**src/rtl/sr_cmd_pkg.sv**
```systemverilog
// Shared types and default configuration for the SR command generator.
package sr_cmd_pkg;

    localparam int unsigned DB_CYCLES_DEF   = 4;
    localparam int unsigned HOLD_CYCLES_DEF = 2;
    localparam int unsigned CW_DEF          = 8;

    typedef enum logic [1:0] {
        IDLE  = 2'd0,
        SET_P = 2'd1,
        CLR_P = 2'd2,
        HOLD  = 2'd3
    } sr_cmd_state_t;

endpackage

```
**src/rtl/sr_cmd_gen_if.sv**
```systemverilog
// Button inputs and command outputs of sr_cmd_gen.
interface sr_cmd_gen_if;

    logic set_in;
    logic clr_in;
    logic s;
    logic r;
    logic busy;
    logic conflict;

    modport master (
        output set_in, clr_in,
        input  s, r, busy, conflict
    );

    modport slave (
        input  set_in, clr_in,
        output s, r, busy, conflict
    );

endinterface

```
**src/rtl/sr_debounce.sv**
```systemverilog
// Synchronizer + optional debouncer (SR_CMD_DEBOUNCE_EN) + rising-edge detector.
// rise is a combinational one-cycle pulse on each rising debounced edge.
module sr_debounce
    import sr_cmd_pkg::*;
#(
    parameter int unsigned DB_CYCLES = DB_CYCLES_DEF,
    parameter int unsigned CW        = CW_DEF
) (
    input  logic clk,
    input  logic rst,
    input  logic din,
    output logic rise
);

    if ((DB_CYCLES < 1) || (DB_CYCLES >= (2 ** CW))) begin : g_bad_cfg
        $error("sr_debounce: DB_CYCLES must be >= 1 and fit in CW bits");
    end

    logic sync1_q, sync1_d;
    logic sync2_q, sync2_d;
    logic prev_q, prev_d;
    logic level;

    always_comb begin
        sync1_d = din;
        sync2_d = sync1_q;
        prev_d  = level;
    end

    always_ff @(posedge clk) begin
        if (rst) begin
            sync1_q <= 1'b0;
            sync2_q <= 1'b0;
            prev_q  <= 1'b0;
        end else begin
            sync1_q <= sync1_d;
            sync2_q <= sync2_d;
            prev_q  <= prev_d;
        end
    end

`ifdef SR_CMD_DEBOUNCE_EN
    logic          db_q, db_d;
    logic [CW-1:0] cnt_q, cnt_d;

    // Level flips only after DB_CYCLES consecutive mismatching cycles.
    always_comb begin
        db_d  = db_q;
        cnt_d = '0;
        if (sync2_q != db_q) begin
            if (cnt_q == CW'(DB_CYCLES - 1)) begin
                db_d = sync2_q;
            end else begin
                cnt_d = cnt_q + CW'(1);
            end
        end
    end

    always_ff @(posedge clk) begin
        if (rst) begin
            db_q  <= 1'b0;
            cnt_q <= '0;
        end else begin
            db_q  <= db_d;
            cnt_q <= cnt_d;
        end
    end

    assign level = db_q;
`else
    assign level = sync2_q;
`endif

    assign rise = level & ~prev_q;

endmodule

```
**src/rtl/sr_cmd_gen.sv**
```systemverilog
// Turns two bouncy push buttons into exclusive one-cycle s / r pulses for sr_ff.
// Define SR_CMD_DEBOUNCE_EN to include the debouncers; otherwise inputs are only synchronized.
module sr_cmd_gen
    import sr_cmd_pkg::*;
#(
    parameter int unsigned DB_CYCLES   = DB_CYCLES_DEF,
    parameter int unsigned HOLD_CYCLES = HOLD_CYCLES_DEF,
    parameter int unsigned CW          = CW_DEF
) (
    input  logic         clk,
    input  logic         rst,
    sr_cmd_gen_if.slave  bus
);

    logic set_req;
    logic clr_req;

    sr_debounce #(.DB_CYCLES(DB_CYCLES), .CW(CW)) u_set_db (
        .clk  (clk),
        .rst  (rst),
        .din  (bus.set_in),
        .rise (set_req)
    );

    sr_debounce #(.DB_CYCLES(DB_CYCLES), .CW(CW)) u_clr_db (
        .clk  (clk),
        .rst  (rst),
        .din  (bus.clr_in),
        .rise (clr_req)
    );

    sr_cmd_state_t state_q, state_d;
    logic [CW-1:0] hold_q, hold_d;
    logic          s_q, s_d;
    logic          r_q, r_d;
    logic          busy_q, busy_d;
    logic          conflict_q, conflict_d;

    // Requests are only accepted in IDLE; outputs are decoded from the next state.
    always_comb begin
        state_d    = state_q;
        hold_d     = hold_q;
        conflict_d = 1'b0;
        unique case (state_q)
            IDLE: begin
                hold_d = '0;
                if (set_req && clr_req) begin
                    conflict_d = 1'b1;
                end else if (set_req) begin
                    state_d = SET_P;
                end else if (clr_req) begin
                    state_d = CLR_P;
                end
            end
            SET_P, CLR_P: begin
                hold_d  = '0;
                state_d = (HOLD_CYCLES == 0) ? IDLE : HOLD;
            end
            HOLD: begin
                if (hold_q == CW'(HOLD_CYCLES - 1)) begin
                    hold_d  = '0;
                    state_d = IDLE;
                end else begin
                    hold_d = hold_q + CW'(1);
                end
            end
            default: state_d = IDLE;
        endcase
        s_d    = (state_d == SET_P);
        r_d    = (state_d == CLR_P);
        busy_d = (state_d != IDLE);
    end

    always_ff @(posedge clk) begin
        if (rst) begin
            state_q    <= IDLE;
            hold_q     <= '0;
            s_q        <= 1'b0;
            r_q        <= 1'b0;
            busy_q     <= 1'b0;
            conflict_q <= 1'b0;
        end else begin
            state_q    <= state_d;
            hold_q     <= hold_d;
            s_q        <= s_d;
            r_q        <= r_d;
            busy_q     <= busy_d;
            conflict_q <= conflict_d;
        end
    end

    assign bus.s        = s_q;
    assign bus.r        = r_q;
    assign bus.busy     = busy_q;
    assign bus.conflict = conflict_q;

endmodule
```
**src/flat_wrapper.sv**
```systemverilog
// flat-port wrapper written by rule: the top's interface ports become plain ports
module sr_cmd_gen_flat import sr_cmd_pkg::*;
#(
    parameter int unsigned DB_CYCLES   = DB_CYCLES_DEF,
    parameter int unsigned HOLD_CYCLES = HOLD_CYCLES_DEF,
    parameter int unsigned CW          = CW_DEF
)
  (clk, rst, bus_set_in, bus_clr_in, bus_s, bus_r, bus_busy, bus_conflict);
  sr_cmd_gen_if bus_i ();
  input  logic clk;
  input  logic rst;
  input wire logic [$bits(bus_i.set_in)-1:0] bus_set_in;
  input wire logic [$bits(bus_i.clr_in)-1:0] bus_clr_in;
  output wire logic [$bits(bus_i.s)-1:0] bus_s;
  output wire logic [$bits(bus_i.r)-1:0] bus_r;
  output wire logic [$bits(bus_i.busy)-1:0] bus_busy;
  output wire logic [$bits(bus_i.conflict)-1:0] bus_conflict;
  assign bus_i.set_in = bus_set_in;
  assign bus_i.clr_in = bus_clr_in;
  assign bus_s = bus_i.s;
  assign bus_r = bus_i.r;
  assign bus_busy = bus_i.busy;
  assign bus_conflict = bus_i.conflict;
  sr_cmd_gen #(.DB_CYCLES(DB_CYCLES), .HOLD_CYCLES(HOLD_CYCLES), .CW(CW)) u_core (.clk(clk), .rst(rst), .bus(bus_i));
endmodule
```
**config.mk**
```make
export PLATFORM = sky130hd
export DESIGN_NAME = sr_cmd_gen_flat
export DESIGN_NICKNAME = d
export VERILOG_FILES = /design/src/rtl/sr_cmd_pkg.sv /design/src/rtl/sr_cmd_gen_if.sv /design/src/rtl/sr_debounce.sv /design/src/rtl/sr_cmd_gen.sv /design/src/flat_wrapper.sv
export SDC_FILE = /design/constraint.sdc
export NUM_CORES = 1
export LEC_CHECK = 0
export ABC_AREA = 1
export BUFFER_PORTS_ARGS = -buffer_cell sky130_fd_sc_hd__buf_2
export CORE_MARGIN = 1
export CORE_UTILIZATION = 45
export CTS_CLUSTER_DIAMETER = 100
export DETAILED_ROUTE_END_ITERATION = 6
export GPL_TIMING_DRIVEN = 0
export MAX_ROUTING_LAYER = met4
export PLACE_DENSITY_LB_ADDON = 0.1
export REMOVE_ABC_BUFFERS = 1
export SKIP_LAST_GASP = 1
export SYNTH_ARGS = -nofsm -noshare
export SYNTH_HDL_FRONTEND = slang
export SYNTH_SLANG_ARGS = --single-unit
export TNS_END_PERCENT = 50
```
**constraint.sdc**
```tcl
create_clock -name clk -period 3.6 [get_ports clk]
set_input_delay 0.72 -clock clk [delete_from_list [all_inputs] [get_ports clk]]
set_output_delay 0.72 -clock clk [all_outputs]
set_load 0.02 [all_outputs]
```
After elaboration in Yosys (flattened, before gate mapping):

Index checks and enable logic that the tools add are counted.
W data, S select, Z words.

* bits in registers: 20

* reduce and logical (&&, ||, !) cells: 6
* bitwise gates (word level): 5
* multiplexer cells: 8
* add/subtract/negate cells: 1
* equality and inequality tests: 6

Operator list (count)
* $pmux W8 S2: 1
* $add A8 B1 Y8 const B: 1
* $eq A8 B1 Y1 const B: 1
* $mux W2: 4
* $mux W8: 1
* $eq A2 B2 Y1 const B: 3
* $pmux W2 S3: 1
* $eq A2 B1 Y1 const B: 2
* $reduce_or A2 Y1: 2
* $not A1 Y1: 3
* $reduce_or A3 Y1: 1
* $and A1 B1 Y1: 2
* $logic_not A2 Y1: 1
* $reduce_bool A2 Y1: 1
* $logic_and A1 B1 Y1: 1
* $mux W1: 1

Logic depth before layout (Yosys ltp):

* word-level depth: 7
* depth in mapped cells: 11
* mapped depth without buffers: 11

Cells and area by module:

Synthesis repeated with hierarchy kept, for this count alone.

* cell total of the unflattened synthesis: 110
* area total of the unflattened synthesis: 867.1 µm²

Modules (own cells, without submodules)
* sr_cmd_gen: cells each 90, instances 1, area each 694.4 µm², seq. area each 280.3 µm²
* sr_debounce: cells each 10, instances 2, area each 86.3 µm², seq. area each 60.1 µm²

Worst setup path before layout:

No wires, ideal clock.

* kind: in2reg
* from: input port rst
* to: register u_core.hold_q[5]
* buffers on the path: 0
* library setup time: 0.058 ns
* arrival time: 1.141 ns
* cell stages on the path: 4
* required time: 3.542 ns
* path slack: 2.401 ns
* cell sequence: inv_2 nand3_4 a21oi_1 o21a_1

RTL lines
* from (decl): RTL line flat_wrapper.sv:11 `input logic rst;`
* to (signal assigned): RTL line sr_cmd_gen.sv:84 `hold_q <= hold_d;`
* to (decl): RTL line sr_cmd_gen.sv:33 `logic [CW-1:0] hold_q, hold_d;`

Final worst setup path:

* from: register u_core.conflict_q (netlist: u_core.bus.conflict)
* to: output port bus_conflict

RTL lines
* from (decl): RTL line sr_cmd_gen.sv:37 `logic conflict_q, conflict_d;`
* from (signal assigned): RTL line sr_cmd_gen.sv:88 `conflict_q <= conflict_d;`
* to (decl): RTL line flat_wrapper.sv:17 `output wire logic [$bits(bus_i.conflict)-1:0] bus_conflict;`

No word-level cell between the ends.

==> results.toml <==
[synthesis]
ys_warn_count = 0
mappedNetlistArea_sq_um = 860
avgSynthCellArea_sq_um = 7.81
ys_seq_elements = 20
synth_cell_types = 18
syn_inst = 110
synth_top_cell_area_share_pct = 46.6
ys_seq_area_share_pct = 46.6
synthTopCellsByArea = "dfxtp_1, inv_1, nand2_1, ha_1, nor2_1"
synth_top_cell_by_area = "dfxtp_1"

[floorplan]
ios = 8
core_sq_mm = 0.00176
dieArea_sq_mm = 0.00209
fp.dieW_microns = 45.7
die_height_microns = 45.7
start_util_pct = 48.7
rows = 15

[clock_tree]
hold_buffers = 0
cts.path.max_buffers = 2
cts_made_buffers = 3
path_clk_slew_ns = 0.10
root_buffer = "clkbuf_4"
cts-resized-gates = 0
cts-htree-levels = 1
clock_latency_ns = 0.29
post_cts.repair.setup_buffers = 0
cts_tree = "built"
cts.sinks = 20

[detailed_routing]
antenna_left = 0
wire_per_inst_microns = 7.53
wl_mm = 1.10
vias = 627
via_per_inst = 4.29
first_iter_violations = 7
drtPass1Iterations = 4
drc = 0

[worst_setup_path]
path_depth = 1
worst_setup_path_end_kind = "output port"
cpPeakStageDelay_ns = 0.32
path_max_fanout = 1
path_cells = "buf_2"
worstSetupStartpointType = "flop"
r2r_cells = 8
crit_type = "flop to output port"
crit_arrival_ns = 0.75
slowest_stage = "dfxtp_1"
worstPathRequired_ns = 2.88
crit_buf_inv = 1
cpLargestDelayFamily = "flip-flops"

[hold_path]
hp-class = "flop to flop"
hold_path_depth = 2

[timing]
fin_hold_ws_ns = 0.412
worst_pin_slew_ns = 0.235
fin_crit_ns = 1.47
fin_worst_skew_ns = 0.00559
timing.setup.tns_ns = 0
max_freq_ghz = 0.678
rsz0062_at_grt = "false"
setup_viol = 0
relSlewSlack_pct = 84.2
drv_slew = 0
finalCritPeriodShare_pct = 41.0
hold_viol_final = 0

[power_and_ir_drop]
p_comb_share_pct = 9.8
power.leakage_nw = 0.488
seqPwrFrac_pct = 59.0
switching_power_mw = 0.0904
p_int_mw = 0.305
max-vdd-ir-drop_mv = 0.250
p_clk_share_pct = 31.2
power.density_mw_per_mm2 = 411
sw_frac_of_total_pct = 22.9

[layout]
nNetsFinal = 131
drive_gt1_share_pct = 25.6
mostFrequentLayoutCell = "dfxtp_1"
fin_util_pct = 54.5
mostFrequentLayoutCells = "dfxtp_1, inv_1, nand2_1"
insertedDiodeCount = 0
area_growth_pct = 11.9

[grt]
grt_max_degree = 12
grt_pass1_wl_mm = 1.95
grt_usage_pct = 13.6
grt_pass1_vias = 536
grt_overflow = 0
antenna_found_initial = 0

[flow_run]
max-cap-violations = 0

[placed_design]
port_buffers = 7
hpwlAfterDp_microns = 902
gp_congestion = 0.769

[status]
status = "completed"
## metrics by stage
stage | instances | power, mW | setup WS, ns | area, sq um
floorplan | 110 | 0.267 | 2.40 | 860
global placement | 142 | 0.277 | 2.16 | 926
detailed placement | 142 | 0.278 | 2.14 | 926
CTS | 146 | 0.403 | 2.11 | 962
global route | 146 | 0.415 | 2.08 | 962
finish | 146 | 0.395 | 2.13 | 962
## cell usage after synthesis
cell type / number
o21a_1: 1
nor2_2: 5
xor2_1: 1
o21ai_1: 1
ha_1: 5
nor3_1: 3
nand2_2: 6
nand2_4: 1
nor2_1: 13
nand2_1: 17
inv_2: 7
dfxtp_1: 20
nand3_4: 1
inv_1: 18
nand4_1: 1
a21oi_1: 5
o21ai_0: 3
nand3_1: 2
## layout make-up
type                            count  area [sq um]
Clock buffer                        4          36.3
Fill cell                         197           802
Inverter                           25          93.8
Multi-Input combinational cell     65           365
Sequential cell                    20           400
Tap cell                           25          31.3
Timing Repair Buffer                7          35.0
## kinds of logic (layout without fill, tap and decap cells)
family                     count (synthesis)  count (layout)  synth area share, %
adders and majority gates                  5               5                 7.28
AOI/OAI and AO/OA                         10              10                 6.11
DFF                                       20              20                 46.6
and+or+nand+nor                           49              49                 28.1
buffers and inverters                     25              36                 10.9
xor gates and xnor gates                   1               1                 1.02
## registers in the layout (all words and copies together) (netlist names)
register and flops:
u_core.bus.busy 1, u_core.bus.conflict 1, u_core.bus.r 1, u_core.bus.s 1
u_core.hold_q 8, u_core.state_q 2, u_core.u_clr_db.level 1, u_core.u_clr_db.prev_q 1
u_core.u_clr_db.sync1_q 1, u_core.u_set_db.level 1, u_core.u_set_db.prev_q 1, u_core.u_set_db.sync1_q 1
## power groups by stage
stage	clock network [mW]	registers [mW]	logic (mW)
after floorplan	0	0.243	0.0247
after global placement	0	0.238	0.0390
after detailed placement	0	0.239	0.0396
after CTS	0.130	0.233	0.0397
after global routing	0.136	0.234	0.0452
final	0.123	0.233	0.0387
## worst paths after layout
kind	start	to	slack, ns
worst min register to register	u_core.u_clr_db.sync1_q$_SDFF_PP0_	u_core.u_clr_db.level$_SDFF_PP0_	0.41
worst max-delay path	u_core.bus.conflict$_SDFF_PP0_	bus_conflict	2.13
worst min-delay path	u_core.u_clr_db.sync1_q$_SDFF_PP0_	u_core.u_clr_db.level$_SDFF_PP0_	0.41
worst max register to register	u_core.hold_q[0]$_SDFF_PP0_	u_core.hold_q[6]$_SDFF_PP0_	2.31
## per-layer routing
layer	up-vias	routed length, microns	part of all wire (%)	track usage, %
li1	351	-	-	-
met1	273	550	50	15.1
met2	1	516	47	22.3
met3	2	18	1.6	2.38
met4	0	13	1.2	8.82
met5	-	0	0	-
Note: power is estimated with default switching activity, not from simulation.
